$ cat config.mk
export PLATFORM = sky130hd
export DESIGN_NAME = dm_arbiter_8085
export DESIGN_NICKNAME = d
export VERILOG_FILES = /design/src/rtl/dm_arbiter_8085.sv
export SDC_FILE = /design/constraint.sdc
export NUM_CORES = 1
export LEC_CHECK = 0
export ABC_AREA = 1
export CAP_MARGIN = 20
export CELL_PAD_IN_SITES_DETAIL_PLACEMENT = 2
export CELL_PAD_IN_SITES_GLOBAL_PLACEMENT = 2
export CORE_MARGIN = 1.5
export CORE_UTILIZATION = 36
export DETAILED_ROUTE_END_ITERATION = 8
export DONT_BUFFER_PORTS = 1
export PLACE_DENSITY = 0.84
export SYNTH_ARGS = -nofsm -noshare
export SYNTH_HDL_FRONTEND = slang
export SYNTH_SLANG_ARGS = --single-unit
$ cat constraint.sdc
create_clock -name clk -period 3.52 [get_ports clk]
set_input_delay 0.704 -clock clk [delete_from_list [all_inputs] [get_ports clk]]
set_output_delay 0.704 -clock clk [all_outputs]
set_load 0.03 [all_outputs]
$ cat src/rtl/dm_arbiter_8085.sv
// Data-memory port arbiter: pipeline MEM stage (CPU) vs debug/loader (DBG).
// Optional saturating statistics counters when DM_ARB_STATS_EN is defined.
module dm_arbiter_8085 #(
    parameter int ADDR_W     = 8,
    parameter int STARVE_MAX = 4
) (
    input  logic              clk,
    input  logic              reset,
    input  logic              cpu_req,
    input  logic              cpu_we,
    input  logic [ADDR_W-1:0] cpu_addr,
    input  logic [7:0]        cpu_wdata,
    output logic              cpu_stall,
    output logic [7:0]        cpu_rdata,
    output logic              cpu_rvalid,
    input  logic              dbg_req,
    input  logic              dbg_lock,
    input  logic              dbg_we,
    input  logic [ADDR_W-1:0] dbg_addr,
    input  logic [7:0]        dbg_wdata,
    output logic              dbg_gnt,
    output logic [7:0]        dbg_rdata,
    output logic              dbg_rvalid,
    output logic              dm_en,
    output logic              dm_we,
    output logic [ADDR_W-1:0] dm_addr,
    output logic [7:0]        dm_wdata,
`ifdef DM_ARB_STATS_EN
    output logic [15:0]       cpu_stall_cnt,
    output logic [15:0]       dbg_grant_cnt,
    output logic [7:0]        forced_cnt,
`endif
    input  logic [7:0]        dm_rdata
);

    typedef enum logic [1:0] {
        IDLE     = 2'd0,
        CPU_OWN  = 2'd1,
        DBG_LOCK = 2'd2
    } state_e;

    localparam logic [3:0] SMAX = 4'(STARVE_MAX);

    state_e     state_q, state_d;
    logic [3:0] starve_q, starve_d;
    logic [1:0] tag_q, tag_d;
    logic [7:0] cpu_hold_q, dbg_hold_q;
    logic       locked, forced;
    logic       cpu_win, dbg_win;

    // Winner selection; everything is gated off while reset is held low.
    always_comb begin
        locked  = (state_q == DBG_LOCK);
        forced  = reset && !locked && (starve_q == SMAX) && dbg_req;
        cpu_win = 1'b0;
        dbg_win = 1'b0;
        if (!reset) begin
            cpu_win = 1'b0;
        end else if (locked && dbg_req) begin
            dbg_win = 1'b1;
        end else if (forced) begin
            dbg_win = 1'b1;
        end else if (cpu_req) begin
            cpu_win = 1'b1;
        end else if (dbg_req) begin
            dbg_win = 1'b1;
        end
    end

    always_comb begin
        dm_en    = cpu_win | dbg_win;
        dm_we    = 1'b0;
        dm_addr  = '0;
        dm_wdata = 8'h00;
        if (dbg_win) begin
            dm_we    = dbg_we;
            dm_addr  = dbg_addr;
            dm_wdata = dbg_wdata;
        end else if (cpu_win) begin
            dm_we    = cpu_we;
            dm_addr  = cpu_addr;
            dm_wdata = cpu_wdata;
        end
    end

    assign cpu_stall = reset & cpu_req & ~cpu_win;
    assign dbg_gnt   = dbg_win;

    always_comb begin
        state_d = state_q;
        case (state_q)
            IDLE, CPU_OWN: begin
                if (dbg_win && dbg_lock) begin
                    state_d = DBG_LOCK;
                end else if (cpu_win) begin
                    state_d = CPU_OWN;
                end else if (!cpu_req && !dbg_req) begin
                    state_d = IDLE;
                end
            end
            DBG_LOCK: begin
                if (!dbg_lock || !dbg_req) begin
                    state_d = IDLE;
                end
            end
            default: state_d = IDLE;
        endcase
    end

    always_comb begin
        if (!dbg_req || dbg_win) begin
            starve_d = 4'd0;
        end else if (starve_q >= SMAX) begin
            starve_d = SMAX;
        end else begin
            starve_d = starve_q + 4'd1;
        end
        tag_d = {cpu_win & ~cpu_we, dbg_win & ~dbg_we};
    end

    always_ff @(posedge clk or negedge reset) begin
        if (!reset) begin
            state_q    <= IDLE;
            starve_q   <= 4'd0;
            tag_q      <= 2'b00;
            cpu_hold_q <= 8'h00;
            dbg_hold_q <= 8'h00;
        end else begin
            state_q  <= state_d;
            starve_q <= starve_d;
            tag_q    <= tag_d;
            if (tag_q[1]) begin
                cpu_hold_q <= dm_rdata;
            end
            if (tag_q[0]) begin
                dbg_hold_q <= dm_rdata;
            end
        end
    end

    // Memory data is only valid in the cycle after the strobe; hold it after.
    assign cpu_rvalid = tag_q[1];
    assign dbg_rvalid = tag_q[0];
    assign cpu_rdata  = tag_q[1] ? dm_rdata : cpu_hold_q;
    assign dbg_rdata  = tag_q[0] ? dm_rdata : dbg_hold_q;

`ifdef DM_ARB_STATS_EN
    logic [15:0] stall_cnt_q;
    logic [15:0] grant_cnt_q;
    logic [7:0]  forced_cnt_q;

    always_ff @(posedge clk or negedge reset) begin
        if (!reset) begin
            stall_cnt_q  <= 16'h0000;
            grant_cnt_q  <= 16'h0000;
            forced_cnt_q <= 8'h00;
        end else begin
            if (cpu_stall && (stall_cnt_q != 16'hFFFF)) begin
                stall_cnt_q <= stall_cnt_q + 16'd1;
            end
            if (dbg_gnt && (grant_cnt_q != 16'hFFFF)) begin
                grant_cnt_q <= grant_cnt_q + 16'd1;
            end
            if (forced && (forced_cnt_q != 8'hFF)) begin
                forced_cnt_q <= forced_cnt_q + 8'd1;
            end
        end
    end

    assign cpu_stall_cnt = stall_cnt_q;
    assign dbg_grant_cnt = grant_cnt_q;
    assign forced_cnt    = forced_cnt_q;
`endif

endmodule

After elaboration in Yosys (flattened, before gate mapping). Index checks and enable logic that the tools add are counted.

Word-level logic and storage cells: 59. Register bits: 24. Bits of input ports: 47.

$add $sub $neg: 1. Bitwise gates (word level): 8. Reduce and logical (&&, ||, !) cells: 15. Order comparisons: 1. Mux-type cells: 24. Equal/unequal tests: 5.

Operators with widths (count): 8-bit 2-to-1 mux (6); 1-bit 2-to-1 mux (11); 2-bit 2-to-1 mux (4); 4-bit 2-to-1 mux (2); 1-bit logical AND (6); 4-bit by 1-bit adder with 4-bit output, second input constant (1); 1-bit bitwise AND (4); 4-bit by 3-bit == test with 1-bit output, second input constant (1); 4-bit by 3-bit greater-or-equal comparator with 1-bit output, second input constant (1); 1-bit logical NOT (4); 4-bit != test, second input constant (1); 2-bit case mux with 2 select lines (1); 1-bit inverter (3); 2-bit by 1-bit == test with 1-bit output, second input constant (1); 2-bit == test, second input constant (1); 2-bit logical NOT (1); 1-bit logical OR (2); 2-bit by 1-bit != test with 1-bit output, second input constant (1); 2-bit AND reduction (1); 2-bit OR reduction (1); 1-bit OR (1).

Longest topological paths before layout.
Word-level depth: 11. Depth in mapped cells: 11. Mapped depth without buffers: 10.

Worst setup path after synthesis. OpenSTA, ideal clock, no wires.

Kind: in2out. Start: input reset. End: output cpu_stall. Arrival: 1.594 ns. Cell stages on the path: 7. Slack: 1.222 ns. Path through: nand2_1 -> nor2_2 -> nand2_2 -> nand3_4 -> inv_4 -> buf_6 -> nor2_1.

Longest elaborated chain between the ends: 8. Elaborated cells on any way between the ends: 9. Classes of those cells: mux: 3; bitwise: 3; reduce/logical: 3.

RTL lines: start: declaration (line 8) `input logic reset,`; 1-bit logical AND (3 in a row) (line 54) `forced = reset && !locked && (starve_q == SMAX) && dbg_req;`; 1-bit 2-to-1 mux (line 61) `end else if (forced) begin`; 1-bit 2-to-1 mux (line 59) `end else if (locked && dbg_req) begin`; 1-bit 2-to-1 mux (line 57) `if (!reset) begin`; 1-bit inverter (line 86) `assign cpu_stall = reset & cpu_req & ~cpu_win;`; 1-bit bitwise AND * (line 86); end: declaration (line 13) `output logic cpu_stall,`.

Every way passes the cells marked *; elsewhere a longest branch is shown, timed or not.

Worst setup path in the final report.
Start: register starve_q[0]. End: output dm_addr[1].

Elaborated cells on any way between the ends: 11. Classes of those cells: eq/ne: 1; mux: 8; reduce/logical: 2.

RTL lines: start: declaration (line 45) `logic [3:0] starve_q, starve_d;`; start signal: assignment (line 130) `starve_q <= starve_d;`; 4-bit by 3-bit == test with 1-bit output (line 54); 1-bit logical AND (2 in a row) (line 54); 1-bit 2-to-1 mux (line 61); 1-bit 2-to-1 mux (line 59); 1-bit 2-to-1 mux (line 57); named net dbg_gnt (line 21) `output logic dbg_gnt,`; 8-bit 2-to-1 mux (line 75) `if (dbg_win) begin`; end: declaration (line 26) `output logic [ADDR_W-1:0] dm_addr,`.

The timed path passes the listed nets, and every way through them passes these cells.

==> flow_summary.json <==
{
  "final_layout_size_suffix_gt1_frac": 0.345,
  "hold_path.class": "input port to asynchronous set/reset pin",
  "numCtsBuffers": 3,
  "grt_pass1_wl_um": 3970,
  "synth_top_area_cell": "dfrtp_1",
  "synth_top_area_frac": 0.490,
  "ys_seq_area_frac": 0.490,
  "clockBufferDepth": 2,
  "drv_cap": 0,
  "report.final.slew_viol_count": 0,
  "cts-resized-gates": 0,
  "total_power_mw": 0.716,
  "power_density_nw_per_um2": 556,
  "cts_tree": "built",
  "ys_warn_count": 0,
  "vias": 830,
  "ios": 85,
  "synth_cells": 110,
  "syn_nets": 159,
  "grt_max_degree": 29,
  "finClkSkew_ns": 0.00723,
  "synth_edf_count": 0,
  "synth_flop_cell": "dfrtp_1",
  "netlist_area_um2": 1230,
  "crit_arrival_ns": 1.89,
  "fin_setup_tns_ns": 0,
  "r2r_end": "dbg_hold_q[1]$_DFF_PN0_",
  "hold_viol_final": 0,
  "setup_violations": 0,
  "diodes": 0,
  "final_area_um2": 1290,
  "port_buffers": 0,
  "yosys_register_bits": 24,
  "ctsHoldBuffers": 0,
  "reg2reg_from": "tag_q[0]$_DFF_PN0_",
  "place_area_um2": 1250,
  "drtIter0Drc": 45,
  "via_per_inst": 5.32,
  "cts.clk_slew.worst_paths_ns": 0.12,
  "r2r_cells": 1,
  "antenna_found_initial": 0,
  "drt_wl_total_um": 2830,
  "cp_max_fo": 18,
  "wl_per_cell_um": 18.1,
  "dpl.hpwl_um": 2360,
  "period_share": 0.737,
  "start_kind": "register",
  "die-height_um": 61.4,
  "grt_overflow": 0,
  "min_period_ns": 2.60,
  "crit_path_end": "dm_addr[1]",
  "vdd_drop_max_mv": 0.134,
  "clk_latency_ns": 0.30,
  "row_count": 21,
  "p_leak_nw": 0.604,
  "root_buffer": "clkbuf_4",
  "end_kind": "output port",
  "cts.htree.levels": 1,
  "r2r_slack_ns": 2.12,
  "gp_congestion": 0.689,
  "status": "finished clean",
  "die_w_um": 61.4,
  "first_pass_iters": 4,
  "finalCoreUtilization": 0.389,
  "place_inst": 152,
  "synthDistinctLibCells": 26,
  "clock_sinks": 24,
  "synthArstFlopShare": 1.00,
  "ant_nets": 0,
  "yosysMostFrequentCell": "dfrtp_1",
  "grt_usage": 0.150,
  "fp.dieArea_um2": 3770,
  "required_ns": 2.82,
  "synth_common_cells": "dfrtp_1 (24), mux2_2 (16), nand2_1 (14), inv_1 (10)",
  "grt_pass1_vias": 875,
  "rsz0062_at_grt": "false",
  "post_cts_buffers": 0,
  "fin_cells": 156,
  "drc": 0,
  "worst_pin_slew_ns": 0.623,
  "fmax_ghz": 0.385,
  "initial_utilization": 0.370,
  "startpoint": "starve_q[0]$_DFF_PN0_",
  "nets": 160,
  "path_class": "register to output port",
  "slew_headroom": 0.584,
  "core_area_um2": 3310,
  "syn_area_per_cell_um2": 11.1,
  "areaGrowthSynthToFinish_pct": 4.90,
  "synth_area_leaders": "dfrtp_1 (49%), mux2_2 (15%), a22o_2 (6.5%)"
}
-- report_power, final --
part	total [mW]	switching, mW	internal, mW
sequential	0.340	0.0176	0.322
clock	0.138	0.0753	0.0630
combinational	0.237	0.180	0.0579
total	0.716	0.272	0.443
-- area by class of cell --
class / instances / area, um^2
fillers: 368 / 2020
flip-flops and latches: 24 / 601
multi-input cells: 69 / 536
well taps: 46 / 57.6
inverters: 13 / 56.3
clock buffers: 4 / 36.3
-- cell usage in the layout (no fill, tap or decap), types with 2 or more instances in the layout --
cell type,count
a22o_1,8
a22o_2,8
clkbuf_4,3
dfrtp_1,24
ha_1,2
inv_1,10
mux2_2,16
nand2_1,14
nand2_2,2
nand3_1,2
nor2_1,7
-- cells by family (layout without fill, tap and decap cells) --
group | count (synthesis) | after routing | share of synthesized area
other | 1 | 1 | 0.00306
flip-flops | 24 | 24 | 0.490
adder cells (fa/ha/maj) | 2 | 2 | 0.0204
multiplexers | 16 | 16 | 0.147
buffers and inverters | 17 | 17 | 0.0735
AO/OA/AOI/OAI | 20 | 20 | 0.143
AND/OR/NAND/NOR | 30 | 30 | 0.123
-- metal layers --
metal | vias up | global-route usage | wire (um)
met3 | 2 | 0.0399 | 253
li1 | 374 | - | -
met4 | 0 | 0.0729 | 34
met5 | - | 0 | 0
met2 | 48 | 0.255 | 1440
met1 | 406 | 0.174 | 1090
-- worst min-delay path by stage --
stage                                    to   from  slack [ns]  cells after the start
CTS                 dbg_hold_q[3]$_DFF_PN0_  reset        0.05                      0
floorplan           cpu_hold_q[0]$_DFF_PN0_  reset        0.41                      0
global placement    dbg_hold_q[3]$_DFF_PN0_  reset        0.41                      0
detailed placement  dbg_hold_q[3]$_DFF_PN0_  reset        0.41                      0
finish              cpu_hold_q[3]$_DFF_PN0_  reset        0.07                      0
global route        cpu_hold_q[3]$_DFF_PN0_  reset        0.03                      0
-- critical path, stage by stage, from the launching register on --
cell and delay (ns):
dfrtp_1 0.42, inv_1 0.07, ha_1 0.14, nand2_1 0.06, nor2_2 0.11, nand2_2 0.09
nand2_2 0.10, nand2_4 0.07, clkinv_4 0.15, a22o_1 0.36
-- sequential cells by signal, indices dropped and copies added, names as in the netlist --
name	cells
dbg_hold_q	8
tag_q	2
starve_q	4
state_q	2
cpu_hold_q	8
-- metrics by stage --
step | setup slack [ns] | hold slack [ns]
final | 0.924 | 0.0722
after global routing | 0.782 | 0.0324
after CTS | 0.897 | 0.0546
after detailed placement | 1.18 | 0.409
after global placement | 1.23 | 0.409
after floorplan | 1.22 | 0.408
(Power assumes the default switching activity.)
